===== src/rtl/pipe_pkg.sv =====
// pipe_pkg: slice mode selector and occupancy width helper shared by the pipeline chain
package pipe_pkg;
    typedef enum logic {SLICE_FWD, SLICE_SKID} slice_mode_t;
    function automatic int cnt_width(input int stages);
        return $clog2(2 * stages + 1);
    endfunction
endpackage


===== src/rtl/skid_pipe_slice.sv =====
// skid_pipe_slice: one valid/ready register slice, forward-only or full skid buffer
module skid_pipe_slice import pipe_pkg::*; #(
    parameter int DATA_WIDTH = 8,
    parameter slice_mode_t SLICE_MODE = SLICE_SKID
) (
    input  logic                  clk,
    input  logic                  reset,
    input  logic [DATA_WIDTH-1:0] up_data,
    input  logic                  up_valid,
    output logic                  up_ready,
    output logic [DATA_WIDTH-1:0] down_data,
    output logic                  down_valid,
    input  logic                  down_ready,
    output logic [1:0]            cnt
);
    logic [DATA_WIDTH-1:0] data_q, data_n, skid_d, skid_d_n;
    logic valid_q, valid_n, skid_v, skid_v_n, load;
    assign load = ~valid_q | down_ready;
    assign up_ready = (SLICE_MODE == SLICE_FWD) ? load : ~skid_v;
    assign down_data = data_q;
    assign down_valid = valid_q;
    assign cnt = {1'b0, valid_n} + {1'b0, skid_v_n};
    always_comb begin
        data_n = data_q;
        valid_n = valid_q;
        skid_d_n = skid_d;
        skid_v_n = skid_v;
        if (SLICE_MODE == SLICE_FWD) begin
            valid_n = load ? up_valid : valid_q;
            data_n = (load && up_valid) ? up_data : data_q;
        end else if (load) begin
            valid_n = skid_v | up_valid;
            data_n = skid_v ? skid_d : (up_valid ? up_data : data_q);
            skid_v_n = 1'b0;
        end else if (up_valid && !skid_v) begin
            skid_v_n = 1'b1;
            skid_d_n = up_data;
        end
    end
    always_ff @(posedge clk) begin
        data_q <= data_n;
        skid_d <= skid_d_n;
        valid_q <= reset ? 1'b0 : valid_n;
        skid_v <= reset ? 1'b0 : skid_v_n;
    end
endmodule


===== src/rtl/skid_pipeline_chain.sv =====
// skid_pipeline_chain: STAGES chained valid/ready slices with a registered occupancy count
module skid_pipeline_chain import pipe_pkg::*; #(
    parameter int DATA_WIDTH = 8,
    parameter int STAGES = 2,
    parameter slice_mode_t SLICE_MODE = SLICE_SKID,
    parameter int CNT_W = cnt_width(STAGES)
) (
    input  logic                  clk,
    input  logic                  reset,
    input  logic [DATA_WIDTH-1:0] in_data,
    input  logic                  in_valid,
    output logic                  in_ready,
    output logic [DATA_WIDTH-1:0] out_data,
    output logic                  out_valid,
    input  logic                  out_ready,
    output logic [CNT_W-1:0]      occupancy
);
    logic [DATA_WIDTH-1:0] d [STAGES+1];
    logic v [STAGES+1];
    logic r [STAGES+1];
    logic [1:0] c [STAGES];
    logic [CNT_W-1:0] occ_n;
    if (STAGES < 1) begin : g_bad
        $error("skid_pipeline_chain: STAGES must be >= 1");
    end
    assign d[0] = in_data;
    assign v[0] = in_valid;
    assign in_ready = r[0];
    assign out_data = d[STAGES];
    assign out_valid = v[STAGES];
    assign r[STAGES] = out_ready;
    for (genvar i = 0; i < STAGES; i++) begin : g_slice
        skid_pipe_slice #(
            .DATA_WIDTH(DATA_WIDTH),
            .SLICE_MODE(SLICE_MODE)
        ) u_slice (
            .clk(clk),
            .reset(reset),
            .up_data(d[i]),
            .up_valid(v[i]),
            .up_ready(r[i]),
            .down_data(d[i+1]),
            .down_valid(v[i+1]),
            .down_ready(r[i+1]),
            .cnt(c[i])
        );
    end
    always_comb begin
        occ_n = '0;
        for (int k = 0; k < STAGES; k++) occ_n = occ_n + CNT_W'(c[k]);
    end
    always_ff @(posedge clk) begin
        occupancy <= reset ? '0 : occ_n;
    end
endmodule

===== config.mk =====
export PLATFORM = sky130hd
export DESIGN_NAME = skid_pipeline_chain
export DESIGN_NICKNAME = d
export VERILOG_FILES = /design/src/rtl/pipe_pkg.sv /design/src/rtl/skid_pipe_slice.sv /design/src/rtl/skid_pipeline_chain.sv
export SDC_FILE = /design/constraint.sdc
export NUM_CORES = 1
export LEC_CHECK = 0
export ABC_AREA = 1
export BUFFER_PORTS_ARGS = -buffer_cell sky130_fd_sc_hd__buf_2
export CAP_MARGIN = 20
export CORE_UTILIZATION = 35
export CTS_CLUSTER_SIZE = 12
export DETAILED_ROUTE_END_ITERATION = 6
export SYNTH_ARGS = -nofsm -noshare
export SYNTH_HDL_FRONTEND = slang
export SYNTH_HIERARCHICAL = 1
export SYNTH_SLANG_ARGS = --single-unit
export TNS_END_PERCENT = 50

===== constraint.sdc =====
create_clock -name clk -period 4 [get_ports clk]
set_input_delay 0.8 -clock clk [delete_from_list [all_inputs] [get_ports clk]]
set_output_delay 0.8 -clock clk [all_outputs]
set_load 0.01 [all_outputs]

==> results.yml <==
global_route:
  grt_pass1_wl_um: 3774
  grt.overflow.total: 0
  grt_pass1_vias: 872
  track_usage: 0.1181
  grt_max_degree: 12
  antenna_found_initial: 0
sta:
  tightest_slew_ns: 0.9908
  fin_crit_sh: 0.5266
  fmax_mhz: 474.7
  drv_slew: 0
  slew-limit-headroom: 0.3344
  finalSetupViolCount: 0
  final.min_clock_period_ns: 2.107
  rsz0062_at_grt: "false"
  tns_ns: 0
  finalHoldViolCount: 0
  fin_hold_ws_ns: 0.4467
  fin_skew_ns: 0.002888
  setup_ws_ns: 1.894
flow_run:
  maxCapViolCount: 0
synthesis:
  synth_xor_area_frac: 0
  synth_area_per_cell_um2: 11.79
  yosysWarnings: 6
  synth_top_area_frac: 0.6269
  synth_top_family_by_area: "simple AND/OR/NAND/NOR gates"
  synth_mux_area_frac: 0
  post_synth_fa_ha_maj_area_fraction: 0.03755
  syn_area_um2: 1533
  synth_nets: 146
  synth_seq_cells: 39
  synth.area.top_cells: "edfxtp_1 (63%), nand2_1 (13%), dfxtp_1 (9.1%), inv_1 (2.9%), ha_1 (2.4%)"
  yosysSeqAreaShare: 0.7184
  synthSimpleGateAreaFrac: 0.1837
  netlist_instances: 130
  synth_compound_area_frac: 0.01143
  yosysTopAreaCell: "edfxtp_1"
  yosysUniqueCellTypes: 13
floorplanning:
  dieWidth_um: 68.18
  fp.coreArea_um2: 4115
  rows: 23
  ioPinCount: 25
  initial_core_util: 0.3725
  dieArea_um2: 4648
  die-height_um: 68.18
layout:
  nNetsFinal: 176
  area_growth_pct: 15.84
  final_common_cell: "nand2_1"
  n_fill_cell: 410
  num_antenna_cells: 0
  drive_gt1_frac: 0.2438
  final_cell_mix: "nand2_1 (54), edfxtp_1 (32), buf_2 (25), inv_1 (12), nor2_1 (9)"
route:
  wire_per_inst_um: 9.919
  drcViolationCount: 0
  ant_nets: 0
  first_pass_iters: 4
  vias: 884
  viasPerCell: 4.210
  wirelength_um: 2083
  drt_iter0_drc: 27
critical_path:
  cp.required_ns: 4.23
  endpoint_kind: "flop"
  crit_type: "reg2reg"
  reg2reg_slack_ns: 1.89
  worst-path-max-fanout: 11
  arrival_ns: 2.33
  startpoint_type: "flop"
clocking:
  cts-root-buf: "clkbuf_8"
  post_cts_buffers: 0
  cts_made_buffers: 5
  clkTransAtPathRegs_ns: 0.07
  cts_sinks: 39
  ctsHoldBuffers: 0
  clockBufferDepth: 2
  clkLatencyLatePin_ns: 0.28
  ctsHtreeMaxLevel: 2
  cts_tree: "built"
  cts_resized: 0
outcome:
  status: "complete, no violations"
power_and_ir_drop:
  powerDensity_nw_per_um2: 413.4
  leakage_nw: 0.7720
  ir_worst_vdd_v: 0.0001959
placement:
  gp_congestion: 0.7394
  place_ws_ns: 1.737
  hpwl_um: 1639
  portBuffers: 24
min_path:
  hold_class: "reg2reg"
==> Yosys cell counts, drive strengths merged <==
| library cell | count |
|---|---|
| nand2 | 56 |
| ha | 3 |
| a21oi | 2 |
| edfxtp | 32 |
| nor3 | 2 |
| fa | 1 |
| buf | 2 |
| dfxtp | 7 |
| inv | 14 |
| nor2 | 11 |
==> cells by family (layout without fill, tap and decap cells) <==
group,count (synthesis),after routing
flip-flops,39,39
adder cells (fa/ha/maj),4,4
AND/OR/NAND/NOR,69,69
buffers and inverters,16,46
AO/OA/AOI/OAI,2,2
==> critical path, stage by stage (launching register included) <==
cell and delay (ns):
dfxtp_1 0.57, inv_2 0.19, nor2_1 0.19, nand2_1 0.09, inv_1 0.06, ha_1 0.22, ha_1 0.18, inv_1 0.07
fa_1 0.40, nor2_1 0.08
==> through the flow <==
stage	util	power, mW	std cells	instance area [um^2]
2_1_floorplan	-	0.4888	130	1533
4_1_cts	0.4302	0.7481	209	1770
6_report	0.4314	0.7339	210	1775
3_5_place_dp	0.4114	0.5079	202	1693
5_1_grt	0.4314	0.7751	210	1775
3_3_place_gp	0.4114	0.5051	202	1693
==> report_power, final <==
part | internal, mW | switching [mW] | leakage, nW
combinational | 0.0160 | 0.0236 | 0.376
sequential | 0.453 | 0.00489 | 0.355
clock | 0.116 | 0.121 | 0.0414
==> path summary, 6_finish.rpt <==
path / start / to / cells past startpoint
min reg2reg: g_slice[0].u_slice/down_data[1] / g_slice[1].u_slice/skid_d[1] / 0
max: g_slice[1].u_slice/skid_v / occupancy[1] / 9
min: g_slice[0].u_slice/down_data[1] / g_slice[1].u_slice/skid_d[1] / 0
max reg2reg: g_slice[1].u_slice/skid_v / occupancy[1] / 9
==> registers in the layout (all words and copies together), names as in the netlist <==
register and count:
g_slice.u_slice/down_data 16, g_slice.u_slice/skid_d 16, occupancy 3, g_slice.u_slice/down_valid 2, g_slice.u_slice/skid_v 2
==> area by class of cell <==
type,instances,area [um^2],share of cell area
Clock inverter,2,8.758,0.004933
Tap cell,50,62.56,0.03524
Multi-Input combinational cell,75,356.6,0.2008
Sequential cell,39,1101,0.6202
Clock buffer,5,68.82,0.03876
Timing Repair Buffer,25,125.1,0.07047
Inverter,14,52.55,0.02960
==> layer usage <==
| metal | wire length, um | global-route usage | part of all wire |
|---|---|---|---|
| met5 | 0 | 0 | 0 |
| met4 | 44 | 0.05469 | 0.021 |
| met3 | 153 | 0.06500 | 0.073 |
| met2 | 986 | 0.1973 | 0.47 |
| met1 | 898 | 0.1192 | 0.43 |
No activity file was read; power rests on OpenSTA's default activity.
